## config.mk

```make
export PLATFORM = sky130hd
export DESIGN_NAME = vend_dispense_sched_flat
export DESIGN_NICKNAME = d
export VERILOG_FILES = /design/src/rtl/vend_dispense_sched_if.sv /design/src/rtl/vend_dispense_sched.sv /design/src/flat_wrapper.sv
export SDC_FILE = /design/constraint.sdc
export NUM_CORES = 1
export LEC_CHECK = 0
export BUFFER_PORTS_ARGS = -buffer_cell sky130_fd_sc_hd__buf_2
export CORE_MARGIN = 10
export CORE_UTILIZATION = 40
export CTS_CLUSTER_DIAMETER = 50
export DETAILED_ROUTE_END_ITERATION = 12
export SLEW_MARGIN = 20
export SYNTH_ARGS = -nofsm -noshare
export SYNTH_HDL_FRONTEND = slang
export SYNTH_SLANG_ARGS = --single-unit
export TNS_END_PERCENT = 10
```

## constraint.sdc

```tcl
create_clock -name clk -period 2.71 [get_ports clk]
set_input_delay 0.542 -clock clk [delete_from_list [all_inputs] [get_ports clk]]
set_output_delay 0.542 -clock clk [all_outputs]
set_load 0.02 [all_outputs]
```

## src/rtl/vend_dispense_sched_if.sv

```systemverilog
// Panel-side handshake bundle for the shared dispense scheduler.
// The master side is the pair of front-end panels; the slave side is the scheduler.
interface vend_dispense_sched_if;
  logic [1:0] req;
  logic [1:0] item0;
  logic [1:0] item1;
  logic [2:0] chg0;
  logic [2:0] chg1;
  logic [1:0] gnt;
  logic [1:0] done;
  logic [1:0] short_chg;

  modport master (
    output req, item0, item1, chg0, chg1,
    input  gnt, done, short_chg
  );

  modport slave (
    input  req, item0, item1, chg0, chg1,
    output gnt, done, short_chg
  );
endinterface

```

## src/rtl/vend_dispense_sched.sv

```systemverilog
// Round-robin scheduler sharing one dispense mechanism between two panels: sequences the
// item drop and coin payout against mech_ready and tracks the coin-tube inventory.
module vend_dispense_sched #(
  parameter int unsigned INV_W      = 6,
  parameter int unsigned INV_INIT5  = 20,
  parameter int unsigned INV_INIT10 = 20
) (
  input  logic                 clk,
  input  logic                 rst_n,
  vend_dispense_sched_if.slave pnl,
  input  logic                 mech_ready,
  output logic                 drop_water,
  output logic                 drop_coke,
  output logic                 drop_coffee,
  output logic                 change5,
  output logic                 change10,
  input  logic                 refill,
  output logic [INV_W-1:0]     cnt5,
  output logic [INV_W-1:0]     cnt10,
  output logic                 busy
);

  localparam logic [INV_W-1:0] Init5  = INV_INIT5[INV_W-1:0];
  localparam logic [INV_W-1:0] Init10 = INV_INIT10[INV_W-1:0];
  localparam logic [INV_W-1:0] One    = {{(INV_W-1){1'b0}}, 1'b1};

  typedef enum logic [2:0] {StIdle, StArb, StDrop, StGap, StChg, StDone} state_e;

  state_e           state_q, state_d;
  logic             win_q, win_d;
  logic             ptr_q, ptr_d;
  logic [1:0]       item_q, item_d;
  logic [2:0]       rem_q, rem_d;
  logic [1:0]       gnt_q, gnt_d;
  logic [1:0]       done_q, done_d;
  logic [1:0]       short_q, short_d;
  logic [2:0]       drop_q, drop_d;  // [0] water, [1] coke, [2] coffee
  logic             c5_q, c5_d;
  logic             c10_q, c10_d;
  logic [INV_W-1:0] cnt5_q, cnt5_d;
  logic [INV_W-1:0] cnt10_q, cnt10_d;
  logic             busy_q, busy_d;

  always_comb begin
    state_d = state_q;
    win_d   = win_q;
    ptr_d   = ptr_q;
    item_d  = item_q;
    rem_d   = rem_q;
    gnt_d   = 2'b00;
    done_d  = 2'b00;
    short_d = 2'b00;
    drop_d  = 3'b000;
    c5_d    = 1'b0;
    c10_d   = 1'b0;
    cnt5_d  = cnt5_q;
    cnt10_d = cnt10_q;

    unique case (state_q)
      StIdle: begin
        if (pnl.req != 2'b00) begin
          // ptr_q names the panel that was not served last
          win_d   = (pnl.req == 2'b11) ? ptr_q : pnl.req[1];
          ptr_d   = ~win_d;
          item_d  = win_d ? pnl.item1 : pnl.item0;
          rem_d   = win_d ? pnl.chg1 : pnl.chg0;
          gnt_d   = 2'b01 << win_d;
          state_d = StArb;
        end
      end
      StArb: state_d = (item_q != 2'd0) ? StDrop : StChg;
      StDrop: begin
        if (mech_ready) begin
          drop_d  = {item_q == 2'd3, item_q == 2'd2, item_q == 2'd1};
          state_d = StGap;
        end
      end
      StGap: state_d = StChg;
      StChg: begin
        if (rem_q == 3'd0) begin
          done_d  = 2'b01 << win_q;
          state_d = StDone;
        end else if (mech_ready) begin
          if (rem_q >= 3'd2 && cnt10_q != '0) begin
            c10_d   = 1'b1;
            rem_d   = rem_q - 3'd2;
            cnt10_d = cnt10_q - One;
            state_d = StGap;
          end else if (cnt5_q != '0) begin
            c5_d    = 1'b1;
            rem_d   = rem_q - 3'd1;
            cnt5_d  = cnt5_q - One;
            state_d = StGap;
          end else begin
            // Out of usable coins: finish short rather than overpay with a 10
            done_d  = 2'b01 << win_q;
            short_d = 2'b01 << win_q;
            state_d = StDone;
          end
        end
      end
      StDone: state_d = StIdle;
      default: state_d = StIdle;
    endcase

    if (refill) begin
      cnt5_d  = Init5;
      cnt10_d = Init10;
    end

    busy_d = (state_d != StIdle);
  end

  always_ff @(posedge clk or negedge rst_n) begin
    if (!rst_n) begin
      state_q <= StIdle;
      win_q   <= 1'b0;
      ptr_q   <= 1'b0;
      item_q  <= 2'd0;
      rem_q   <= 3'd0;
      gnt_q   <= 2'b00;
      done_q  <= 2'b00;
      short_q <= 2'b00;
      drop_q  <= 3'b000;
      c5_q    <= 1'b0;
      c10_q   <= 1'b0;
      cnt5_q  <= Init5;
      cnt10_q <= Init10;
      busy_q  <= 1'b0;
    end else begin
      state_q <= state_d;
      win_q   <= win_d;
      ptr_q   <= ptr_d;
      item_q  <= item_d;
      rem_q   <= rem_d;
      gnt_q   <= gnt_d;
      done_q  <= done_d;
      short_q <= short_d;
      drop_q  <= drop_d;
      c5_q    <= c5_d;
      c10_q   <= c10_d;
      cnt5_q  <= cnt5_d;
      cnt10_q <= cnt10_d;
      busy_q  <= busy_d;
    end
  end

  assign pnl.gnt       = gnt_q;
  assign pnl.done      = done_q;
  assign pnl.short_chg = short_q;
  assign drop_water    = drop_q[0];
  assign drop_coke     = drop_q[1];
  assign drop_coffee   = drop_q[2];
  assign change5       = c5_q;
  assign change10      = c10_q;
  assign cnt5          = cnt5_q;
  assign cnt10         = cnt10_q;
  assign busy          = busy_q;

endmodule

```

## src/flat_wrapper.sv

```systemverilog
// flat-port wrapper written by rule: the top's interface ports become plain ports
module vend_dispense_sched_flat 
#(
  parameter int unsigned INV_W      = 6,
  parameter int unsigned INV_INIT5  = 20,
  parameter int unsigned INV_INIT10 = 20
)
  (clk, rst_n, mech_ready, drop_water, drop_coke, drop_coffee, change5, change10, refill, cnt5, cnt10, busy, pnl_req, pnl_item0, pnl_item1, pnl_chg0, pnl_chg1, pnl_gnt, pnl_done, pnl_short_chg);
  vend_dispense_sched_if pnl_i ();
  input  logic clk;
  input  logic rst_n;
  input  logic mech_ready;
  output logic drop_water;
  output logic drop_coke;
  output logic drop_coffee;
  output logic change5;
  output logic change10;
  input  logic refill;
  output logic [INV_W-1:0] cnt5;
  output logic [INV_W-1:0] cnt10;
  output logic busy;
  input wire logic [$bits(pnl_i.req)-1:0] pnl_req;
  input wire logic [$bits(pnl_i.item0)-1:0] pnl_item0;
  input wire logic [$bits(pnl_i.item1)-1:0] pnl_item1;
  input wire logic [$bits(pnl_i.chg0)-1:0] pnl_chg0;
  input wire logic [$bits(pnl_i.chg1)-1:0] pnl_chg1;
  output wire logic [$bits(pnl_i.gnt)-1:0] pnl_gnt;
  output wire logic [$bits(pnl_i.done)-1:0] pnl_done;
  output wire logic [$bits(pnl_i.short_chg)-1:0] pnl_short_chg;
  assign pnl_i.req = pnl_req;
  assign pnl_i.item0 = pnl_item0;
  assign pnl_i.item1 = pnl_item1;
  assign pnl_i.chg0 = pnl_chg0;
  assign pnl_i.chg1 = pnl_chg1;
  assign pnl_gnt = pnl_i.gnt;
  assign pnl_done = pnl_i.done;
  assign pnl_short_chg = pnl_i.short_chg;
  vend_dispense_sched #(.INV_W(INV_W), .INV_INIT5(INV_INIT5), .INV_INIT10(INV_INIT10)) u_core (.clk(clk), .rst_n(rst_n), .pnl(pnl_i), .mech_ready(mech_ready), .drop_water(drop_water), .drop_coke(drop_coke), .drop_coffee(drop_coffee), .change5(change5), .change10(change10), .refill(refill), .cnt5(cnt5), .cnt10(cnt10), .busy(busy));
endmodule
```

==> results.cfg, run 1 <==
[outcome]
status = complete, no violations

[clocking]
clkSlewWorstSetupHoldPaths_ns = 0.07
cts_made_buffers = 5
cts_tree = done
postCtsSetupBuffers = 0
clock_path_buffers = 2
root_buffer = clkbuf_8
post_cts_resized = 0
htree_levels = 2
clk_latency_ns = 0.29
cts.sinks = 34
cts_hold_buf = 0

[global_routing]
grt_pass1_wl_um = 7638
grt_pass1_vias = 1547
antenna_found_initial = 0
grt_start_max_net_pins = 35
grtUsageTotal = 0.1231
grt.overflow.total = 0

[placement]
pre_cts_ws_ns = 0.7052
gp_congestion = 0.8615
dp.cells = 277
postPlaceCellArea_mm2 = 0.002117
portBuffers = 39
dp_hpwl_um = 3370

[power]
fin_total_pwr_mw = 1.812
peakVddDrop_mv = 0.3491
p_per_area_mw_per_mm2 = 824.8
p_leak_nw = 0.9859

[timing]
setup_viol = 0
rsz0062_at_grt = false
drv_slew = 0
worst_slack_ns = 0.6645
clock_skew_ns = 0.004694
min_period_ns = 2.045
totalNegativeSetupSlack_ns = 0
fin_crit_sh = 0.7548
fin_hold_ws_ns = 0.3223
worstMarginPinSlew_ns = 0.7565
final-hold-violation-count = 0
fmax_mhz = 488.9
slew_headroom = 0.4957

[worst_setup_path]
crit_fanout = 18
r2r_start = u_core.cnt10[3]
cp_slowest_cell = a22o_1
critical_path_class = flop to flop
critPathBufInv = 0
reg2reg_to = u_core.rem_q[1]
critical_path.max_stage_delay_ns = 0.62
crit_family = compound AO/OA/AOI/OAI gates
rr_worst_depth = 4
end_kind = flop
crit_path_start_kind = flop
ff2ff_setup_slack_ns = 0.66
arrival_ns = 2.23
critical_path_required_ns = 2.89
cp_cell_sequence = nor4_2, a22o_1, a211oi_1, a2111oi_2

[min_path]
hold_class = input port to async pin

[logic_synthesis]
ys.flop_type = dfrtp_1
synth.top_cell.area_share = 0.3937
synthCells = 190
synthTopCellsByArea = dfrtp_1 (39%), dfstp_2 (5.5%), ha_1 (4.6%)
synthDistinctLibCells = 58
ys.warnings.count = 0
synth_seq_area_share = 0.4488
yosys.area.top_type = dfrtp_1
synth_edf_count = 0
syn_nets = 213
async_flop_share = 1.000
ys_seq_elements = 34
synth_area_mm2 = 0.001907
synth.avg_cell_area_um2 = 10.04

[finish]
design_area_mm2 = 0.002197
mostFrequentLayoutCells = buf_2 (39), dfrtp_1 (30), nor2_1 (13)
final_common_cell = buf_2
stdcell_count = 285
layout-drive-gt1-share = 0.2641
fillCellCount = 459
layout.nets = 253
utilization = 0.4714
antenna_cells = 0
area_delta_synth_final_pct = 15.22

[floorplanning]
die-height_um = 89.05
rows = 25
dieArea_mm2 = 0.007929
top_level_ports = 40
coreArea_mm2 = 0.004661
start_util = 0.4091
die_width_um = 89.05

[routing]
dr.pass1.iters = 4
drt_iter0_drc = 60
vias_per_cell = 5.561
wl_per_cell_um = 16.17
route.detailed.drc = 0
wirelength_um = 4609
vias = 1585
antenna_left = 0

[run]
cap_violations = 0
[registers in the layout, summed over array words and instances, names as in the netlist, 2 cells and up]
| register | flops |
|---|---|
| u_core.cnt10 | 6 |
| u_core.cnt5 | 6 |
| u_core.drop_q | 3 |
| u_core.rem_q | 3 |
| u_core.state_q | 3 |
| u_core.item_q | 2 |
| u_core.pnl.done | 2 |
| u_core.pnl.gnt | 2 |
| u_core.pnl.short_chg | 2 |
[cells by family after synthesis]
group,after synthesis,share of synthesized area
simple gates,74,0.2336
mux,3,0.01640
flops,34,0.4488
compound gates,55,0.1995
fa+ha+maj,7,0.04593
xor+xnor,1,0.004594
buf+inv,16,0.05118
[Yosys cell counts (3+ instances only)]
master,n
nor2_1,13
o31ai_1,4
or4_1,3
a211oi_1,6
dfstp_2,4
ha_1,7
a31oi_1,3
and3_1,5
inv_1,8
nand2_1,12
dfrtp_1,30
nor3_1,6
or3_1,3
a21oi_1,12
nand2b_1,3
o21ai_0,12
nand3_1,5
nor2b_1,6
[metal layers]
layer | wire length (um) | track usage | vias to the layer above
met1 | 2155 | 0.1556 | 760
met3 | 247 | 0.04011 | 6
li1 | - | - | 791
met4 | 65 | 0.04046 | 0
met5 | 0 | 0 | -
met2 | 2141 | 0.1935 | 28
[area by class of cell]
class	count	area, um2	area share
multi-input combinational	140	953.4	0.4339
inverter	8	30.03	0.01367
clock buffer	8	80.08	0.03645
tap	54	67.56	0.03075
timing repair buffer	41	210.2	0.09567
sequential	34	855.8	0.3895
[report_power, final]
part / switching [mW] / total (mW) / leakage, nW / internal (mW)
Clock: 0.177 / 0.360 / 0.0395 / 0.182
Sequential: 0.111 / 0.725 / 0.438 / 0.613
Combinational: 0.449 / 0.728 / 0.508 / 0.279
Total: 0.737 / 1.81 / 0.986 / 1.07
[worst max-delay path by stage]
stage | slack [ns] | to | from | cells past startpoint
after detailed placement | 0.71 | u_core.rem_q[1] | u_core.cnt10[3] | 4
final | 0.66 | u_core.rem_q[1] | u_core.cnt10[3] | 4
after CTS | 0.69 | u_core.cnt5[5] | u_core.cnt10[3] | 5
after global routing | 0.54 | u_core.rem_q[1] | u_core.cnt10[3] | 4
after global placement | 0.75 | u_core.cnt10[5] | u_core.cnt10[0] | 5
after floorplan | 0.79 | u_core.cnt10[5] | u_core.cnt10[0] | 6
Power figures use the tool's default switching activity.
==> run 2, diff against run 1 <==
ABC_AREA = 1   (was default)
clock period = 1.65 ns   (was 2.71 ns; I/O delays follow)
==> run 2 against run 1 <==
Net effect:
- first-iteration DRC count up 55%
- synthesized cell count up 24%
- sequential power up 77%
- global-route usage down 1.4 points
- register-to-register slack worse by 0.52 ns
- sequential share of layout area down 2.8 points
- combinational power up 140%
- utilization up 2.3 points
- fmax up 36%
- largest cell class unchanged
- largest power group unchanged
==> results.cfg, run 2 <==
[outcome]
status = complete, no violations

[logic_synthesis]
syn_nets = 259
synth.avg_cell_area_um2 = 8.456
synth.top_cell.area_share = 0.3762
synthTopCellsByArea = dfrtp_1 (38%), nand2_1 (13%), nand3_1 (6.0%)
async_flop_share = 1.000
ys_seq_elements = 34
synth.top_cells.by_count = nand2_1 (69), dfrtp_1 (30), nand3_1 (24), inv_1 (23), nor2_1 (13)
yosys.cell_count.top_type = nand2_1
synthDistinctLibCells = 33
ys.warnings.count = 0
ys.flop_type = dfrtp_1
yosys.area.top_type = dfrtp_1
synthCells = 236
synth_edf_count = 0
synth_seq_area_share = 0.4288
synth_area_mm2 = 0.001996

[clocking]
clock_path_buffers = 2
clkSlewWorstSetupHoldPaths_ns = 0.07
htree_levels = 2
cts_made_buffers = 5
postCtsSetupBuffers = 0
cts.sinks = 34
root_buffer = clkbuf_8
clk_latency_ns = 0.28
cts_tree = done

[routing]
wirelength_um = 4206
dr.pass1.iters = 4
vias_per_cell = 4.494
wl_per_cell_um = 12.02
route.detailed.drc = 0
antenna_left = 0
drt_iter0_drc = 93
vias = 1573

[placement]
dp_hpwl_um = 3365
gp_congestion = 0.8756
postPlaceCellArea_mm2 = 0.002263
portBuffers = 39

[timing]
rsz0062_at_grt = false
final-hold-violation-count = 0
drv_slew = 0
min_period_ns = 1.504
totalNegativeSetupSlack_ns = 0
worstMarginPinSlew_ns = 0.4815
setup_viol = 0
slew_headroom = 0.6787
fin_crit_sh = 0.9114
fmax_mhz = 665.0
clock_skew_ns = 0.005532
fin_hold_ws_ns = 0.2819

[global_routing]
grt_start_max_net_pins = 20
grt_util_met2 = 0.1707
grt_pass1_vias = 1564
grt.overflow.total = 0
grt_busiest_layer = met2
grtUsageTotal = 0.1094
grtUsageMet3 = 0.03242
antenna_found_initial = 0
use_met1 = 0.1403
grt_pass1_wl_um = 7569

[floorplanning]
dieArea_mm2 = 0.008215
rows = 25
top_level_ports = 40
die-height_um = 90.64
coreArea_mm2 = 0.004786
die_width_um = 90.64
start_util = 0.4170

[worst_setup_path]
cp-startpoint = u_core.cnt10[0]
end_kind = flop
cp_slowest_cell = dfrtp_1
cp-endpoint = u_core.cnt5[1]
crit_fanout = 9
cp_cell_sequence = inv_2, ha_2, nand3_4, nand2_8, nand3b_4, nand2_4, nand2_1, o21ai_1
ff2ff_setup_slack_ns = 0.15
arrival_ns = 1.71
r2r_start = u_core.cnt10[0]
critical_path_class = flop to flop
rr_worst_depth = 8
critical_path_required_ns = 1.86
crit_path_start_kind = flop
reg2reg_to = u_core.cnt5[1]
critical_path.max_stage_delay_ns = 0.39

[finish]
layout-drive-gt1-share = 0.3110
antenna_cells = 0
area_delta_synth_final_pct = 18.62
utilization = 0.4946
design_area_mm2 = 0.002367
final_common_cell = nand2_1
mostFrequentLayoutCells = nand2_1 (69), buf_2 (39), dfrtp_1 (30), nand3_1 (24), inv_1 (21)
layout.nets = 305

[power]
fin_total_pwr_mw = 3.636
peakVddDrop_mv = 1.132
p_leak_nw = 1.310
p_per_area_mw_per_mm2 = 1536

[min_path]
hold_class = input port to flop

[run]
cap_violations = 0
run 2: changes by cell type after synthesis, moves of 7 or more:
cell | before | now
a21oi_1 | 12 | 3
o21ai_0 | 12 | 5
inv_1 | 8 | 23
nand3_1 | 5 | 24
nand2_1 | 12 | 69
run 2: repair_timing:
action / in CTS / in global routing
resized for setup: 0 / 3
hold buffers: 1 / 0
endpoints found under the setup margin: 0 / 8
endpoints found under the hold margin: 13 / 0
run 2: worst max-delay path: cells and delay by family, from the launching register on:
kind                       cells  cell delay (ns)
AOI/OAI and AO/OA              1             0.08
adders and majority gates      1             0.23
buffers and inverters          1             0.10
DFF                            1             0.39
and+or+nand+nor                5             0.61
run 2: layout make-up:
| cell class | instances | area [um2] |
|---|---|---|
| multi-input combinational | 170 | 996.0 |
| fill | 477 | 2419 |
| clock buffer | 7 | 86.33 |
| tap | 67 | 83.83 |
| clock inverter | 1 | 5.005 |
| timing repair buffer | 41 | 225.2 |
| sequential | 34 | 855.8 |
| inverter | 30 | 115.1 |
run 2: where the power goes:
| part | leakage (nW) | switching (mW) | internal (mW) | total (mW) |
|---|---|---|---|---|
| Combinational | 0.826 | 1.12 | 0.607 | 1.73 |
| Clock | 0.0482 | 0.292 | 0.336 | 0.628 |
| Sequential | 0.436 | 0.204 | 1.07 | 1.28 |
| Total | 1.31 | 1.62 | 2.02 | 3.64 |
run 2: how the worst min path moves through the flow:
stage                             from  slack, ns          endpoint  depth (start not counted)
final                     pnl_item0[1]       0.28  u_core.item_q[1]                          3
after global routing      pnl_item0[1]       0.29  u_core.item_q[1]                          3
after CTS                 pnl_item0[1]       0.28  u_core.item_q[1]                          3
after detailed placement         rst_n       0.28       u_core.busy                          1
after global placement           rst_n       0.28       u_core.busy                          1
after floorplan                  rst_n       0.03       u_core.busy                          0
run 2: cells by family after synthesis:
family          share of synthesized area
flops                              0.4288
xor+xnor                          0.02194
fa+ha+maj                         0.04389
simple gates                       0.3799
compound gates                    0.05203
buf+inv                           0.07335
run 2: layer usage:
| layer | vias up | wire length [um] |
|---|---|---|
| li1 | 837 | - |
| met1 | 702 | 2018 |
| met2 | 28 | 1980 |
| met3 | 6 | 156 |
| met4 | 0 | 51 |
| met5 | - | 0 |
run 2: metrics by stage:
stage,setup WS (ns),cells
floorplan,0.1728,236
detailed placement,0.07286,341
global route,0.02290,350
finish,0.1462,350
CTS,0.04943,350
global placement,0.06720,341
